==> src/rtl/sensemi_regs_arb_pkg.sv <==
// Shared state type and default parameters for the register-bus arbiter.
package sensemi_regs_arb_pkg;

  localparam int DEF_NUM_REQ        = 4;
  localparam int DEF_AXI_ADDR_WIDTH = 13;
  localparam int DEF_AXI_DATA_WIDTH = 32;
  localparam int DEF_RD_LATENCY     = 1;

  // Wide enough to preload RD_LATENCY-1 for latencies up to 4.
  localparam int WAIT_CNT_W = 3;

  typedef enum logic [1:0] {
    IDLE    = 2'd0,
    ISSUE   = 2'd1,
    WAIT_RD = 2'd2,
    RESP    = 2'd3
  } arb_state_t;

endpackage

==> src/rtl/sensemi_axi_regs_if.sv <==
// Register-file access port: one write strobe, one read strobe, fixed-latency read data.
interface sensemi_axi_regs_if #(
  parameter int OFF_W  = 11,
  parameter int DATA_W = 32
) ();

  logic              wren;
  logic [OFF_W-1:0]  wr_offset;
  logic [DATA_W-1:0] wdata;
  logic              rden;
  logic [OFF_W-1:0]  rd_offset;
  logic [DATA_W-1:0] rdata;

  modport master (
    output wren, wr_offset, wdata, rden, rd_offset,
    input  rdata
  );

  modport slave (
    input  wren, wr_offset, wdata, rden, rd_offset,
    output rdata
  );

endinterface

==> src/rtl/sensemi_rr_arbiter.sv <==
// Combinational round-robin pick: search starts one past the last granted index and wraps.
module sensemi_rr_arbiter #(
  parameter  int N     = 4,
  localparam int IDX_W = $clog2(N)
) (
  input  logic [N-1:0]     req,
  input  logic [IDX_W-1:0] last,
  output logic [N-1:0]     grant,
  output logic [IDX_W-1:0] idx,
  output logic             any
);

  always_comb begin
    logic [IDX_W-1:0] cand;
    grant = '0;
    idx   = '0;
    any   = 1'b0;
    cand  = '0;
    for (int i = 1; i <= N; i++) begin
      cand = IDX_W'((int'(last) + i) % N);
      if (!any && req[cand]) begin
        any         = 1'b1;
        grant[cand] = 1'b1;
        idx         = cand;
      end
    end
  end

endmodule

==> src/rtl/sensemi_regs_arbiter.sv <==
// Shares one register-file port between NUM_REQ requesters, one transaction in flight.
// state   | meaning
// IDLE    | no transaction; grant a pending requester round-robin
// ISSUE   | drive wren or rden for one cycle from the latched request
// WAIT_RD | count out the read latency, capture rdata on the last cycle
// RESP    | pulse rsp_valid to the granted requester
module sensemi_regs_arbiter
  import sensemi_regs_arb_pkg::*;
#(
  parameter  int NUM_REQ        = DEF_NUM_REQ,
  parameter  int AXI_ADDR_WIDTH = DEF_AXI_ADDR_WIDTH,
  parameter  int AXI_DATA_WIDTH = DEF_AXI_DATA_WIDTH,
  parameter  int RD_LATENCY     = DEF_RD_LATENCY,
  localparam int OFF_W          = AXI_ADDR_WIDTH - ((AXI_DATA_WIDTH / 32) + 1)
) (
  input  logic                                     clk,
  input  logic                                     rst,
  input  logic [NUM_REQ-1:0]                       req_valid,
  input  logic [NUM_REQ-1:0]                       req_write,
  input  logic [NUM_REQ-1:0][OFF_W-1:0]            req_offset,
  input  logic [NUM_REQ-1:0][AXI_DATA_WIDTH-1:0]   req_wdata,
  output logic [NUM_REQ-1:0]                       req_ready,
  output logic [NUM_REQ-1:0]                       rsp_valid,
  output logic [AXI_DATA_WIDTH-1:0]                rsp_rdata,
  output logic                                     busy,
  sensemi_axi_regs_if.master                       regs
);

  localparam int IDX_W = $clog2(NUM_REQ);

  arb_state_t              state, state_nxt;
  logic [IDX_W-1:0]        last_idx;
  logic [IDX_W-1:0]        gnt_idx;
  logic [NUM_REQ-1:0]      gnt_onehot;
  logic [NUM_REQ-1:0]      arb_req;
  logic                    gnt_any;
  logic [IDX_W-1:0]        lat_idx;
  logic                    lat_write;
  logic [OFF_W-1:0]        lat_offset;
  logic [AXI_DATA_WIDTH-1:0] lat_wdata;
  logic [WAIT_CNT_W-1:0]   wait_cnt;

  // Requests reach the arbiter only while idle and out of reset, so a grant implies IDLE.
  assign arb_req = (state == IDLE && !rst) ? req_valid : '0;

  sensemi_rr_arbiter #(.N(NUM_REQ)) u_rr (
    .req   (arb_req),
    .last  (last_idx),
    .grant (gnt_onehot),
    .idx   (gnt_idx),
    .any   (gnt_any)
  );

  always_ff @(posedge clk) begin
    if (rst) begin
      state      <= IDLE;
      last_idx   <= IDX_W'(NUM_REQ - 1);
      wait_cnt   <= '0;
      rsp_rdata  <= '0;
      lat_idx    <= '0;
      lat_write  <= 1'b0;
      lat_offset <= '0;
      lat_wdata  <= '0;
    end else begin
      state <= state_nxt;
      if (gnt_any) begin
        last_idx   <= gnt_idx;
        lat_idx    <= gnt_idx;
        lat_write  <= req_write[gnt_idx];
        lat_offset <= req_offset[gnt_idx];
        lat_wdata  <= req_wdata[gnt_idx];
      end
      case (state)
        ISSUE:   wait_cnt <= WAIT_CNT_W'(RD_LATENCY - 1);
        WAIT_RD: begin
          if (wait_cnt == '0) rsp_rdata <= regs.rdata;
          else                wait_cnt  <= wait_cnt - WAIT_CNT_W'(1);
        end
        default: ;
      endcase
    end
  end

  always_comb begin
    state_nxt       = state;
    req_ready       = '0;
    rsp_valid       = '0;
    regs.wren       = 1'b0;
    regs.rden       = 1'b0;
    regs.wr_offset  = '0;
    regs.rd_offset  = '0;
    regs.wdata      = '0;
    if (!rst) begin
      unique case (state)
        IDLE: begin
          if (gnt_any) begin
            req_ready = gnt_onehot;
            state_nxt = ISSUE;
          end
        end
        ISSUE: begin
          if (lat_write) begin
            regs.wren      = 1'b1;
            regs.wr_offset = lat_offset;
            regs.wdata     = lat_wdata;
            state_nxt      = RESP;
          end else begin
            regs.rden      = 1'b1;
            regs.rd_offset = lat_offset;
            state_nxt      = WAIT_RD;
          end
        end
        WAIT_RD: begin
          if (wait_cnt == '0) state_nxt = RESP;
        end
        RESP: begin
          rsp_valid[lat_idx] = 1'b1;
          state_nxt          = IDLE;
        end
      endcase
    end
  end

  assign busy = !rst && (state != IDLE);

endmodule

==> src/flat_wrapper.sv <==
// flat-port wrapper written by rule: the top's interface ports become plain ports
module sensemi_regs_arbiter_flat import sensemi_regs_arb_pkg::*;
#(
  parameter  int NUM_REQ        = DEF_NUM_REQ,
  parameter  int AXI_ADDR_WIDTH = DEF_AXI_ADDR_WIDTH,
  parameter  int AXI_DATA_WIDTH = DEF_AXI_DATA_WIDTH,
  parameter  int RD_LATENCY     = DEF_RD_LATENCY,
  localparam int OFF_W          = AXI_ADDR_WIDTH - ((AXI_DATA_WIDTH / 32) + 1)
)
  (clk, rst, req_valid, req_write, req_offset, req_wdata, req_ready, rsp_valid, rsp_rdata, busy, regs_wren, regs_wr_offset, regs_wdata, regs_rden, regs_rd_offset, regs_rdata);
  sensemi_axi_regs_if #(.OFF_W(((13) - (((32) / 32) + 1))), .DATA_W((32))) regs_i ();
  input  logic clk;
  input  logic rst;
  input  logic [NUM_REQ-1:0] req_valid;
  input  logic [NUM_REQ-1:0] req_write;
  input  logic [NUM_REQ-1:0][OFF_W-1:0] req_offset;
  input  logic [NUM_REQ-1:0][AXI_DATA_WIDTH-1:0] req_wdata;
  output logic [NUM_REQ-1:0] req_ready;
  output logic [NUM_REQ-1:0] rsp_valid;
  output logic [AXI_DATA_WIDTH-1:0] rsp_rdata;
  output logic busy;
  output wire logic [$bits(regs_i.wren)-1:0] regs_wren;
  output wire logic [$bits(regs_i.wr_offset)-1:0] regs_wr_offset;
  output wire logic [$bits(regs_i.wdata)-1:0] regs_wdata;
  output wire logic [$bits(regs_i.rden)-1:0] regs_rden;
  output wire logic [$bits(regs_i.rd_offset)-1:0] regs_rd_offset;
  input wire logic [$bits(regs_i.rdata)-1:0] regs_rdata;
  assign regs_wren = regs_i.wren;
  assign regs_wr_offset = regs_i.wr_offset;
  assign regs_wdata = regs_i.wdata;
  assign regs_rden = regs_i.rden;
  assign regs_rd_offset = regs_i.rd_offset;
  assign regs_i.rdata = regs_rdata;
  sensemi_regs_arbiter #(.NUM_REQ(NUM_REQ), .AXI_ADDR_WIDTH(AXI_ADDR_WIDTH), .AXI_DATA_WIDTH(AXI_DATA_WIDTH), .RD_LATENCY(RD_LATENCY)) u_core (.clk(clk), .rst(rst), .req_valid(req_valid), .req_write(req_write), .req_offset(req_offset), .req_wdata(req_wdata), .req_ready(req_ready), .rsp_valid(rsp_valid), .rsp_rdata(rsp_rdata), .busy(busy), .regs(regs_i));
endmodule
==> config.mk <==
export PLATFORM = sky130hd
export DESIGN_NAME = sensemi_regs_arbiter_flat
export DESIGN_NICKNAME = d
export VERILOG_FILES = /design/src/rtl/sensemi_regs_arb_pkg.sv /design/src/rtl/sensemi_axi_regs_if.sv /design/src/rtl/sensemi_rr_arbiter.sv /design/src/rtl/sensemi_regs_arbiter.sv /design/src/flat_wrapper.sv
export SDC_FILE = /design/constraint.sdc
export NUM_CORES = 1
export LEC_CHECK = 0
export ABC_AREA = 1
export CORE_ASPECT_RATIO = 0.5
export CORE_MARGIN = 4
export CORE_UTILIZATION = 40
export CTS_CLUSTER_DIAMETER = 150
export DETAILED_ROUTE_END_ITERATION = 16
export PLACE_DENSITY = 0.92
export SYNTH_ARGS = -nofsm -noshare
export SYNTH_HDL_FRONTEND = slang
export SYNTH_SLANG_ARGS = --single-unit
export TNS_END_PERCENT = 1
==> constraint.sdc <==
create_clock -name clk -period 3.3 [get_ports clk]
set_input_delay 0.99 -clock clk [delete_from_list [all_inputs] [get_ports clk]]
set_output_delay 0.99 -clock clk [all_outputs]
set_load 0.01 [all_outputs]
# Word-level counts from Yosys, hierarchy flattened
# Index checks and enable logic that the tools add are counted.
[totals]
out_inout_bits = 97
wordCells = 117
regBits = 85
[classes]
addsub = 5
n_lt_le_gt_ge = 11
bitwise = 3
mux = 63
n_reduce_logical = 21
n_eq_ne = 6
[op_table]
columns = ["cell", "n"]
rows = [
  ["32-bit 2-to-1 mux", 4],
  ["11-bit 2-to-1 mux", 7],
  ["32-bit binary-select mux with 2-bit select", 1],
  ["4-bit 2-to-1 mux", 10],
  ["11-bit binary-select mux with 2-bit select", 1],
  ["1-bit 2-to-1 mux", 21],
  ["2-bit by 3-bit less-than comparator with 1-bit output, second input constant", 6],
  ["2-bit 2-to-1 mux", 6],
  ["4-bit bitwise OR", 3],
  ["1-bit binary-select mux with 2-bit select", 5],
  ["1-bit demux with 2-bit select", 5],
  ["2-bit by 1-bit >= comparator with 1-bit output, second input constant", 5],
  ["1-bit logical AND", 10],
  ["2-bit one-hot mux with 4 select lines", 1],
  ["3-bit one-hot mux with 2 select lines", 1],
  ["2-bit AND reduction", 3],
  ["2-bit by 1-bit adder with 2-bit output, second input constant", 2],
  ["2-bit adder, second input constant", 2],
  ["2-bit == test, second input constant", 2],
  ["1-bit zero test", 4],
  ["2-bit by 1-bit != test with 1-bit output, second input constant", 2],
  ["2-bit nonzero test", 2],
  ["3-bit zero test", 1],
  ["3-bit 2-to-1 mux", 1],
  ["other kinds (4)", 4],
]

# Longest topological paths before layout
[depth]
ltp_word = 18
mapped_depth = 18
ltp_nobuf = 17

# Cells and area by module
# A second synthesis with hierarchy kept.
[unflattened]
hier_cells = 898
area_unflattened_um2 = 5445.2
[by_module_without_submodules]
columns = ["module", "instances", "seq_area_each_um2", "area_per_inst_um2", "cells_per_inst"]
rows = [
  ["sensemi_regs_arbiter", 1, 1701.6, 4909.7, 817],
  ["sensemi_rr_arbiter", 1, 0.0, 535.5, 81],
]

# Least setup slack after synthesis
# Ideal clock, no wire load.
[synth_timing]
path_kind = "input to output"
start = "in rst"
end = "out req_ready[0]"
slack_ns = 0.192
arrival_time_ns = 2.118
n_path_buf = 0
stages = 7
required_ns = 2.310
path_cell_list = "inv_2 nand3_1 nand2_1 nand3_1 o21a_1 nand3b_2 o21ai_0"
[synth_between]
elab_chain_cells = 18
word_cells_on_any_way = 31
classes_between = "20 x mux; 3 x bitwise; 8 x reduce/logical"
[synth_rtl]
columns = ["item", "line_no", "text"]
rows = [
  ["from (decl)", "flat_wrapper.sv:13", "input logic rst;"],
  ["1-bit zero test", "sensemi_regs_arbiter.sv:44", "assign arb_req = (state == IDLE && !rst) ? req_valid : '0;"],
  ["1-bit logical AND", "sensemi_regs_arbiter.sv:44", ""],
  ["4-bit 2-to-1 mux", "sensemi_regs_arbiter.sv:44", ""],
  ["1-bit binary-select mux with 2-bit select", "sensemi_rr_arbiter.sv:21", "if (!any && req[cand]) begin"],
  ["1-bit 2-to-1 mux (implied by the code)", "sensemi_rr_arbiter.sv:21", ""],
  ["1-bit 2-to-1 mux", "sensemi_rr_arbiter.sv:21", ""],
  ["1-bit zero test", "sensemi_rr_arbiter.sv:21", ""],
  ["1-bit logical AND", "sensemi_rr_arbiter.sv:21", ""],
  ["[... 2 more ...]", "-", ""],
  ["1-bit logical AND", "sensemi_rr_arbiter.sv:21", ""],
  ["1-bit 2-to-1 mux", "sensemi_rr_arbiter.sv:21", ""],
  ["1-bit zero test", "sensemi_rr_arbiter.sv:21", ""],
  ["1-bit logical AND", "sensemi_rr_arbiter.sv:21", ""],
  ["4-bit 2-to-1 mux / 1-bit 2-to-1 mux (equally long branches)", "sensemi_rr_arbiter.sv:21", ""],
  ["4-bit 2-to-1 mux", "sensemi_regs_arbiter.sv:96", "if (gnt_any) begin"],
  ["4-bit 2-to-1 mux", "sensemi_regs_arbiter.sv:94", "unique case (state)"],
  ["4-bit 2-to-1 mux (*)", "sensemi_regs_arbiter.sv:93", "if (!rst) begin"],
  ["to (decl)", "flat_wrapper.sv:18", "output logic [NUM_REQ-1:0] req_ready;"],
]
# Every way passes the cells marked *; elsewhere a longest branch is shown, timed or not. The select of a mux whose other input is x is not followed.

# Worst setup path after layout
[layout_timing]
start = "in req_valid[3]"
end = "out req_ready[2]"
[layout_between]
elab_chain_cells = 16
word_cells_on_any_way = 29
classes_between = "20 x mux; 3 x bitwise; 6 x reduce/logical"
[layout_rtl]
columns = ["item", "line_no", "text"]
rows = [
  ["from (decl)", "flat_wrapper.sv:14", "input logic [NUM_REQ-1:0] req_valid;"],
  ["4-bit 2-to-1 mux (*)", "sensemi_regs_arbiter.sv:44", ""],
  ["1-bit binary-select mux with 2-bit select", "sensemi_rr_arbiter.sv:21", ""],
  ["1-bit 2-to-1 mux (implied by the code)", "sensemi_rr_arbiter.sv:21", ""],
  ["1-bit 2-to-1 mux", "sensemi_rr_arbiter.sv:21", ""],
  ["1-bit zero test", "sensemi_rr_arbiter.sv:21", ""],
  ["1-bit logical AND", "sensemi_rr_arbiter.sv:21", ""],
  ["1-bit 2-to-1 mux", "sensemi_rr_arbiter.sv:21", ""],
  ["1-bit zero test", "sensemi_rr_arbiter.sv:21", ""],
  ["1-bit logical AND", "sensemi_rr_arbiter.sv:21", ""],
  ["1-bit 2-to-1 mux", "sensemi_rr_arbiter.sv:21", ""],
  ["1-bit zero test", "sensemi_rr_arbiter.sv:21", ""],
  ["1-bit logical AND", "sensemi_rr_arbiter.sv:21", ""],
  ["4-bit 2-to-1 mux / 1-bit 2-to-1 mux (equally long branches)", "sensemi_rr_arbiter.sv:21", ""],
  ["4-bit 2-to-1 mux (*)", "sensemi_regs_arbiter.sv:96", ""],
  ["4-bit 2-to-1 mux (*)", "sensemi_regs_arbiter.sv:94", ""],
  ["4-bit 2-to-1 mux (*)", "sensemi_regs_arbiter.sv:93", ""],
]
# Marked as above.

==> metrics <==
Hold WC Path Type reg -> reg; Final setup viols 5; Seq/Total Area, Yosys between 20% and 30%; HPWL after DPL 17.4 mm; failing checks negative setup slack; max-slew violation count 0; FFs w/ async S/R, synth 0%; Power, Total 11.3 mW; relative slew slack 34.3%; Final ANT Viol Nets 0; Setup crit end kind primary output; detailed-route wire length per cell 15.8 µm; Cell Area, Synth just under 6000 µm²; row count 30; DRC Markers 0; Worst-Skew Late Latency around 0.34 ns; CTS Buf Count 9; number of detailed-route iterations in the first pass 5; Yosys cell types 33; Setup Skew a little under 0.008 ns; drt initial violations 458; non-filler cells, final 1,462; antenna cells 0; pre-CTS WS -0.759 ns; Core Area 14,000 µm²; vias 7,386; DP Area 9360 µm²; initial core utilization 42.1%; clock slew at reported path FFs 0.07 ns; Placer Congestion approximately 0.93; CTS tree yes; Arr. time, crit path ~2.6 ns; most common flop cell mapped by yosys dfxtp_1; flops & latches, synth 85; leakage power 5.16 nW; Synth Area per Inst between 6 and 7 µm²; layout cell share with drive strength beyond 1 10.9%; Syn Inst Count 955; Port Buffers a little over 300; worst setup path class in -> out; largest net degree at the start of global routing 56; Design Area, Final 9920 µm²; Die Ht 93.7 µm; first-pass GRT wire length 36.2 mm; routed wire length 23.1 mm; CTS Hold Buffers Added 0; Synth-to-Final Area Change 68.7%; peak supply drop ~0.0014 V; Syn Nets 1,184; Post-synth EDFFs 0; WP data required roughly 2.3 ns; gr usage total 25.9%; WHS 0.459 ns; die area 16,800 µm²; Slew @ Worst Pin between 0.9 and 1 ns; Max Fclk 283 MHz; CTS Buffer Depth 2; number of global-route vias before repair 7,680; most common cell after layout, fill and taps aside clkdlybuf4s50_1; Hold Crit Depth 1; final critical-path share of the clock period 107%; top fanout value on the critical path 4; outcome finished with violations; RSZ-0062 raised after global routing true; placed instance count 1,436; Hold Vio Cnt, Final 0; clk sinks 85; R2R cell count 17; Congestion Overflow GR 0; Die X 179 µm; most frequent cells in the layout 244 x clkdlybuf4s50_1, 176 x inv_1, 159 x nor2_1; Max-Cap Viols 0; # IOs 311; CP startpoint kind primary input; root buf cell clkbuf_16; Synth Warn # 0; PnR worst setup slack -0.235 ns; H-tree levels 3; initial antenna violation count 0; drt via density 5.05; P per Cell Area about 1100 nW/µm²; Final #Nets 1,494; Tmin final 3.54 ns
[repair_timing]
| item | 4_1_cts | 5_1_grt |
|---|---|---|
| buffers inserted | 6 | 3 |
| resized for setup | 92 | 46 |
| cloned | 1 | 0 |
| endpoints found under the setup margin | 64 | 38 |
| pin swaps | 4 | 11 |
[worst max-delay path, stage by stage]
cell and delay [ns]:
clkdlybuf4s50_1 0.48, nand3_2 0.13, nand2_2 0.15, nand3_4 0.10
nand2_4 0.12, nand2_4 0.08, o22ai_1 0.19, a21oi_2 0.05
o21ai_1 0.09, buf_2 0.16
[layout make-up]
type / instances / area (µm²)
clock buffer: 9 / 225
clock inverter: 7 / 87.6
fill: 1074 / 4040
inverter: 182 / 696
multi-input combinational: 630 / 3370
sequential: 85 / 1700
tap: 192 / 240
timing repair buffer: 357 / 3600
[layer usage]
metal  global-route usage [%]  vias to the layer above  share of wire (%)
li1                         -                     3592                  -
met1                     28.4                     3408                 38
met2                     46.6                      294                 50
met3                     6.61                       92                6.9
met4                     14.0                        0                5.5
met5                        0                        -                  0
[final timing paths]
check	from	endpoint	slack, ns
worst max-delay path	req_valid[3]	req_ready[2]	-0.24
worst min register to register	u_core.wait_cnt[0]	u_core.wait_cnt[0]	0.46
worst max register to register	u_core.state[1]	u_core.lat_wdata[13]	0.53
worst min-delay path	u_core.wait_cnt[0]	u_core.wait_cnt[0]	0.46
[Yosys cell counts (3+ instances only)]
cell | n | share of area (%)
inv_1 | 177 | 11
nor2_1 | 159 | 10
nand2_1 | 132 | 8.4
nand3_1 | 126 | 11
dfxtp_1 | 85 | 29
o21ai_0 | 76 | 6.5
o22ai_1 | 31 | 3.3
clkbuf_1 | 27 | 1.7
and2_1 | 25 | 2.7
nand3_2 | 21 | 3.6
buf_2 | 19 | 1.6
ha_1 | 15 | 3.2
a21oi_1 | 12 | 1.0
buf_4 | 9 | 1.1
nand2_2 | 6 | 0.64
nor3_1 | 6 | 0.51
nor3b_1 | 6 | 0.77
inv_2 | 4 | 0.26
buf_6 | 3 | 0.57
[cells by family (layout without fill, tap and decap cells)]
family          Yosys count  count (layout)  share of synthesized area (%)
buf+inv                 240             555                           16.7
compound gates          126             126                           11.9
simple gates            489             489                           39.3
flops                    85              85                           28.9
fa+ha+maj                15              15                           3.19
[report_power, final]
part | internal [mW] | switching [mW]
Clock | 0.607 | 0.462
Sequential | 1.47 | 0.201
Combinational | 3.45 | 5.06
Total | 5.53 | 5.72
[through the flow]
step	TNS, ns	util, %
4_1_cts	-3.61	70.0
5_1_grt	-1.29	71.1
3_5_place_dp	-37.91	67.0
6_report	-1.02	71.1
3_3_place_gp	-34.93	67.0
2_1_floorplan	0	-
[state kept, by name, indices dropped and copies added (netlist names)]
register / flops
u_core.lat_wdata: 32
u_core.wait_cnt: 3
u_core.state: 2
u_core.lat_offset: 11
u_core.rsp_rdata: 32
u_core.lat_idx: 2
u_core.lat_write: 1
u_core.last_idx: 2
Note: power is estimated with default switching activity, not from simulation.
